`src/rtl/drc_dvp_rgb565_gray_capture.sv`:
```
// DVP RGB565 capture front-end: oversamples the raw sensor bus in the clk
// domain, pairs bytes into RGB565 pixels, converts them to 8-bit grayscale and
// buffers them in a small FIFO feeding a valid/ready stream with frame-last.
//
// Ports:
//   clk, rst_n           system clock (>=4x dvp_pclk_i), async active-low reset
//   dvp_pclk_i           sensor pixel clock, sampled as data
//   dvp_vsync_i          frame sync, high during vertical blanking
//   dvp_href_i           line valid, high while bytes are active
//   dvp_data_i[7:0]      sensor byte
//   cap_en_i             capture enable, looked at only at frame start
//   ovf_clr_i            clears the sticky overflow flag
//   fwd_pxl_data_o[7:0]  grayscale pixel at FIFO head
//   fwd_pxl_last_o       last pixel of the frame
//   fwd_pxl_vld_o        FIFO not empty
//   fwd_pxl_rdy_i        downstream ready
//   ovf_o                sticky: a pixel was dropped on a full FIFO
//   frm_err_o            1-cycle pulse: frame ended short
module drc_dvp_rgb565_gray_capture #(
  parameter int unsigned COL_NUM     = 640,
  parameter int unsigned ROW_NUM     = 480,
  parameter int unsigned FIFO_DEPTH  = 16,
  parameter int unsigned SYNC_STAGES = 2
) (
  input  logic       clk,
  input  logic       rst_n,
  input  logic       dvp_pclk_i,
  input  logic       dvp_vsync_i,
  input  logic       dvp_href_i,
  input  logic [7:0] dvp_data_i,
  input  logic       cap_en_i,
  input  logic       ovf_clr_i,
  output logic [7:0] fwd_pxl_data_o,
  output logic       fwd_pxl_last_o,
  output logic       fwd_pxl_vld_o,
  input  logic       fwd_pxl_rdy_i,
  output logic       ovf_o,
  output logic       frm_err_o
);

  localparam int unsigned PIX_NUM = COL_NUM * ROW_NUM;
  localparam int unsigned CNT_W   = $clog2(PIX_NUM + 1);
  localparam int unsigned AW      = $clog2(FIFO_DEPTH);
  localparam int unsigned FCW     = AW + 1;
  localparam int unsigned SW      = 11;
  localparam int unsigned FW      = 9;

  typedef enum logic [1:0] {
    ST_IDLE   = 2'd0,
    ST_ACTIVE = 2'd1,
    ST_DONE   = 2'd2
  } state_e;

  // Input synchronizer: all DVP lines travel together so they stay aligned.
  logic [SW-1:0] sync_q [SYNC_STAGES];

  always_ff @(posedge clk or negedge rst_n) begin
    if (!rst_n) begin
      for (int i = 0; i < int'(SYNC_STAGES); i++) sync_q[i] <= '0;
    end else begin
      sync_q[0] <= {dvp_pclk_i, dvp_vsync_i, dvp_href_i, dvp_data_i};
      for (int i = 1; i < int'(SYNC_STAGES); i++) sync_q[i] <= sync_q[i-1];
    end
  end

  logic       pclk_s, vsync_s, href_s;
  logic [7:0] data_s;
  assign {pclk_s, vsync_s, href_s, data_s} = sync_q[SYNC_STAGES-1];

  // Edge detection on the synchronized pclk and vsync.
  logic pclk_prev_q, vsync_prev_q;

  always_ff @(posedge clk or negedge rst_n) begin
    if (!rst_n) begin
      pclk_prev_q  <= 1'b0;
      vsync_prev_q <= 1'b0;
    end else begin
      pclk_prev_q  <= pclk_s;
      vsync_prev_q <= vsync_s;
    end
  end

  logic sample_c, vs_rise_c, vs_fall_c;
  assign sample_c  = pclk_s & ~pclk_prev_q;
  assign vs_rise_c = vsync_s & ~vsync_prev_q;
  assign vs_fall_c = ~vsync_s & vsync_prev_q;

  // Frame FSM.
  state_e           state_q, state_d;
  logic             err_q, err_d;
  logic             start_c;
  logic [CNT_W-1:0] cnt_q, cnt_d;
  logic             cnt_full_c;

  assign cnt_full_c = (cnt_q == CNT_W'(PIX_NUM));

  always_ff @(posedge clk or negedge rst_n) begin
    if (!rst_n) begin
      state_q <= ST_IDLE;
      err_q   <= 1'b0;
    end else begin
      state_q <= state_d;
      err_q   <= err_d;
    end
  end

  always_comb begin
    state_d = state_q;
    err_d   = 1'b0;
    start_c = 1'b0;
    case (state_q)
      ST_IDLE: begin
        if (vs_fall_c && cap_en_i) begin
          state_d = ST_ACTIVE;
          start_c = 1'b1;
        end
      end
      ST_ACTIVE: begin
        // A frame that completes exactly as vsync rises is not an error.
        if (vs_rise_c) begin
          state_d = ST_IDLE;
          err_d   = ~cnt_full_c;
        end else if (cnt_full_c) begin
          state_d = ST_DONE;
        end
      end
      ST_DONE: begin
        if (vs_rise_c) state_d = ST_IDLE;
      end
      default: state_d = ST_IDLE;
    endcase
  end

  // Byte pairing and pixel counting.
  logic       phase_q, phase_d;
  logic [7:0] hi_q, hi_d;
  logic       form_c;

  always_ff @(posedge clk or negedge rst_n) begin
    if (!rst_n) begin
      phase_q <= 1'b0;
      hi_q    <= '0;
      cnt_q   <= '0;
    end else begin
      phase_q <= phase_d;
      hi_q    <= hi_d;
      cnt_q   <= cnt_d;
    end
  end

  always_comb begin
    phase_d = phase_q;
    hi_d    = hi_q;
    cnt_d   = cnt_q;
    form_c  = 1'b0;
    if (start_c) begin
      phase_d = 1'b0;
      cnt_d   = '0;
    end else if (state_q == ST_ACTIVE && sample_c) begin
      if (!href_s) begin
        phase_d = 1'b0;
      end else if (!cnt_full_c) begin
        if (!phase_q) begin
          hi_d    = data_s;
          phase_d = 1'b1;
        end else begin
          form_c  = 1'b1;
          phase_d = 1'b0;
          cnt_d   = cnt_q + CNT_W'(1);
        end
      end
    end
  end

  // Grayscale: expand to 8 bits per channel, weight 77/150/29, keep the top byte.
  logic [7:0] r8_c, g8_c, b8_c, gray_c;
  logic [5:0] g6_c;
  logic       pix_last_c;

  assign g6_c   = {hi_q[2:0], data_s[7:5]};
  assign r8_c   = {hi_q[7:3], hi_q[7:5]};
  assign g8_c   = {g6_c, g6_c[5:4]};
  assign b8_c   = {data_s[4:0], data_s[4:2]};
  assign gray_c = 8'((16'(r8_c) * 16'd77 + 16'(g8_c) * 16'd150
                    + 16'(b8_c) * 16'd29) >> 8);
  assign pix_last_c = (cnt_q == CNT_W'(PIX_NUM - 1));

  logic       wr_q;
  logic [7:0] gray_q;
  logic       glast_q;

  always_ff @(posedge clk or negedge rst_n) begin
    if (!rst_n) begin
      wr_q    <= 1'b0;
      gray_q  <= '0;
      glast_q <= 1'b0;
    end else begin
      wr_q <= form_c;
      if (form_c) begin
        gray_q  <= gray_c;
        glast_q <= pix_last_c;
      end
    end
  end

  // Output FIFO; a pop in the same cycle frees room for a write when full.
  logic [FW-1:0]  mem_q [FIFO_DEPTH];
  logic [AW-1:0]  wr_ptr_q, rd_ptr_q;
  logic [FCW-1:0] fcnt_q, fcnt_d;
  logic           vld_q, ovf_q, ovf_d;
  logic           pop_c, full_c, push_c, drop_c;

  assign pop_c  = vld_q & fwd_pxl_rdy_i;
  assign full_c = (fcnt_q == FCW'(FIFO_DEPTH));
  assign push_c = wr_q & (~full_c | pop_c);
  assign drop_c = wr_q & full_c & ~pop_c;

  always_comb begin
    fcnt_d = fcnt_q;
    if (push_c && !pop_c)      fcnt_d = fcnt_q + FCW'(1);
    else if (!push_c && pop_c) fcnt_d = fcnt_q - FCW'(1);
    ovf_d = ovf_q;
    if (drop_c)         ovf_d = 1'b1;
    else if (ovf_clr_i) ovf_d = 1'b0;
  end

  always_ff @(posedge clk or negedge rst_n) begin
    if (!rst_n) begin
      for (int i = 0; i < int'(FIFO_DEPTH); i++) mem_q[i] <= '0;
      wr_ptr_q <= '0;
      rd_ptr_q <= '0;
      fcnt_q   <= '0;
      vld_q    <= 1'b0;
      ovf_q    <= 1'b0;
    end else begin
      if (push_c) begin
        mem_q[wr_ptr_q] <= {glast_q, gray_q};
        wr_ptr_q        <= wr_ptr_q + AW'(1);
      end
      if (pop_c) rd_ptr_q <= rd_ptr_q + AW'(1);
      fcnt_q <= fcnt_d;
      vld_q  <= (fcnt_d != '0);
      ovf_q  <= ovf_d;
    end
  end

  assign fwd_pxl_data_o = mem_q[rd_ptr_q][7:0];
  assign fwd_pxl_last_o = mem_q[rd_ptr_q][8];
  assign fwd_pxl_vld_o  = vld_q;
  assign ovf_o          = ovf_q;
  assign frm_err_o      = err_q;

endmodule

```
`config.mk`:
```
export PLATFORM = sky130hd
export DESIGN_NAME = drc_dvp_rgb565_gray_capture
export DESIGN_NICKNAME = d
export VERILOG_FILES = /design/src/rtl/drc_dvp_rgb565_gray_capture.sv
export SDC_FILE = /design/constraint.sdc
export NUM_CORES = 1
export LEC_CHECK = 0
export BUFFER_PORTS_ARGS = -buffer_cell sky130_fd_sc_hd__buf_4
export CAP_MARGIN = 0
export CORE_ASPECT_RATIO = 1.4
export CORE_MARGIN = 4
export CORE_UTILIZATION = 45
export CTS_CLUSTER_SIZE = 40
export DETAILED_ROUTE_END_ITERATION = 10
export GPL_ROUTABILITY_DRIVEN = 0
export GPL_TIMING_DRIVEN = 0
export SLEW_MARGIN = 15
export SYNTH_ARGS = -nofsm -noshare
export SYNTH_HDL_FRONTEND = slang
export SYNTH_SLANG_ARGS = --single-unit
```
`constraint.sdc`:
```
create_clock -name clk -period 7.75 [get_ports clk]
set_clock_uncertainty 0.1 [all_clocks]
set_input_delay 0.3875 -clock clk [delete_from_list [all_inputs] [get_ports clk]]
set_output_delay 0.3875 -clock clk [all_outputs]
set_load 0.1 [all_outputs]
```
==> key figures <==
Clocking
  • Total CTS buffers: 23
  • Clock Latency Late Sink: roughly 520 ps
  • Clock Tree Buf Depth: 3
  • Htree depth: 1
  • Number of post-CTS setup repair buffers: 0
  • Clock sink count: between 200 and 250
  • Clock transition at path regs: 60 ps
  • Root buffer cell: clkbuf_16
  • CTS tree: done

Floorplan
  • Die width: roughly 150 um
  • # IOs: 28
  • Core area: 27660 sq um
  • Die height: 206.1 um
  • Die area: 30820 sq um
  • Starting Density: 0.4563
  • FP Rows: 72

Logic synthesis
  • Cell count after synthesis: 959
  • Yosys top cell area share: 0.4442
  • Asr flop ratio synth: 1.000
  • YS warnings: 0
  • Primary FF master, synth: dfrtp_1
  • Post-synth EDFFs: 0
  • Main area contributors after synthesis: dfrtp_1 (44%), mux2_2 (13%), ha_1 (9.1%)
  • #FFs+latches synth: 224
  • Syn Nets: 1121
  • Syn Std Cell Area: about 13000 sq um
  • Most frequent cell after synthesis: dfrtp_1
  • Unique masters post-synth: 53
  • Synth cell count leaders: dfrtp_1 (224), mux2_2 (149), inv_1 (104)
  • Post-Syn Area per Cell: between 10 and 15 sq um
  • Area leader, netlist: dfrtp_1
  • Post-synthesis sequential area ratio: 0.4442

Detailed routing
  • TritonRoute pass-1 iters: 4
  • Antenna Violating Nets Remaining: 0
  • Post-route DRC: 0
  • Vias/cell: 5.286
  • DRT Wirelength: 24.92 mm
  • Iter 0 DRT Violations: between 200 and 300
  • Vias: about 7500
  • Avg WL per Cell: 17.62 um

Final layout
  • Synthesis-to-finish area growth: 13.50%
  • FILL cells: about 2400
  • Layout cells sized above 1: 0.2625
  • Antenna cells: 0
  • Final nets: about 1200

STA
  • Final Setup Violations: 0
  • Total negative slack: 0 ps
  • RSZ-0062 raised after global routing: no
  • Fmax: 0.1403 GHz
  • Fin crit period: 7128 ps
  • Measured slew at the worst slew-check pin: 938.0 ps
  • Relative slew slack: 0.3747
  • Crit share post-route: 0.9198
  • Number of max-slew violations in the final report: 0
  • Hold Fails Final Rpt: 0

Run
  • Maxcap violations: 0

GRT
  • Initial antenna violation count: 0
  • Pin count of the biggest net entering global routing: between 90 and 100
  • Gr usage total: 0.1707
  • Remaining Overflow, GRT: 0
  • Global-route wire length before repair: 42.10 mm
  • Vias in the first global route: 8028

Setup path
  • WP data required: 8010 ps
  • Kind of end point of the critical path: register
  • Data arrival, critical path: around 7400 ps
  • Startpoint Class: register
  • R2R Setup Slk: roughly 620 ps
  • WS Path Type: reg2reg
  • Worst-path fanout max: 8

Worst hold path
  • Min-Delay Path Class: in2reg

Status
  • Status: complete, no violations

Placed design
  • Buffers on Ports: 27
  • Detailed Place HPWL: between 15 and 20 mm
==> what timing repair did <==
action | in CTS | in global routing
gates resized for setup | 0 | 0
hold endpoints to repair | 105 | 0
hold buffers | 13 | 0
==> final timing paths <==
kind	startpoint	to	cells past startpoint
worst min register to register	sync_q[12]$_DFF_PN0_	b8_c[4]$_DFF_PN0_	0
min in group asynchronous	rst_n	mem_q[92]$_DFFE_PN0P_	2
worst max register to register	hi_q[1]$_DFFE_PN0P_	gray_q[5]$_DFFE_PN0P_	21
max in group asynchronous	rst_n	data_s[7]$_DFF_PN0_	3
worst max-delay path	hi_q[1]$_DFFE_PN0P_	gray_q[5]$_DFFE_PN0P_	21
worst min-delay path	cap_en_i	phase_q$_DFFE_PN0P_	4
==> layout make-up <==
cell class                      count  area (sq um)  area share
Buffer                             30         116.4    0.008124
Sequential cell                   224          5605      0.3913
Clock buffer                       33         683.2     0.04769
Inverter                          104         390.4     0.02725
Clock inverter                      9         151.4     0.01057
Timing Repair Buffer               43         400.4     0.02795
Multi-Input combinational cell    601          6514      0.4548
Tap cell                          370         462.9     0.03232
==> critical path, stage by stage, from the launching register on <==
cell     delay (ps)
dfrtp_1         580
ha_1            310
ha_1            280
inv_1            50
fa_1            490
fa_1            520
inv_1            40
ha_1            370
xnor2_1         260
fa_1            440
inv_1            80
fa_1            430
fa_1            490
fa_1            550
inv_1            50
ha_1            340
and3_1          200
a31oi_1         440
o21ai_0         290
a21oi_1         230
xor2_1          310
o21ai_0         140
==> stage by stage <==
| stage | setup slack (ps) | cell area (sq um) | util | instances | hold WS, ps |
|---|---|---|---|---|---|
| finish | 621.9 | 14320 | 0.5179 | 1414 | 141.4 |
| global route | 170.9 | 14320 | 0.5179 | 1414 | 151.7 |
| CTS | 581.4 | 14320 | 0.5179 | 1414 | 124.4 |
| detailed placement | 607.9 | 13360 | 0.4830 | 1359 | 234.7 |
| global placement | 669.2 | 13290 | 0.4804 | 1356 | 231.9 |
| floorplan | 1505 | 12620 | - | 959 | -8.091 |
==> cells in the final DEF (no fill, tap or decap), types with 3 or more instances in the layout <==
cell           netlist  final
nor3_1               3      3
a211oi_1             3      3
clkbuf_1            24     27
xor2_1              18     18
buf_2                3      4
nand3_1             21     21
clkinv_2             0      3
xnor2_1             23     23
buf_1                3      3
a31oi_1              5      5
ha_1                92     92
bufinv_16            0      4
fa_1                54     54
dfrtp_1            224    224
nand2_1             37     37
nor2_1              28     28
a21o_1               7      7
mux2_2             149    149
inv_1              104    104
nand4_1             13     13
and3_1               5      5
clkbuf_8             0      7
o31ai_1              3      3
o21ai_0             22     22
nor2b_1              5      5
or3_1                5      5
dlygate4sd3_1        0     13
a21oi_1             24     24
clkbuf_16            0     23
mux4_2              45     45
nor4_1               4      3
buf_4                0     26
==> registers in the layout, indices dropped and copies added (netlist names), 3 cells and up <==
name,count
mem_q,144
cnt_q,19
sync_q,12
gray_q,8
hi_q,8
b8_c,5
fcnt_q,5
rd_ptr_q,4
wr_ptr_q,4
data_s,3
==> layer usage <==
metal,up-vias,GRT usage,share of wire
met2,77,0.3273,0.55
met3,22,0.01996,0.028
met4,0,0.02977,0.013
met5,-,0,0
met1,3860,0.2075,0.41
li1,3515,-,-
==> cell families after synthesis <==
family	synth area share
AO/OA/AOI/OAI	0.03976
XOR/XNOR	0.02845
adder cells (fa/ha/maj)	0.1769
buffers and inverters	0.04015
flip-flops	0.4442
multiplexers	0.2133
AND/OR/NAND/NOR	0.05731
Power is left out: the tool's default activity adds up to more than one toggle a clock period on the data nets, which glitch-free logic cannot reach.
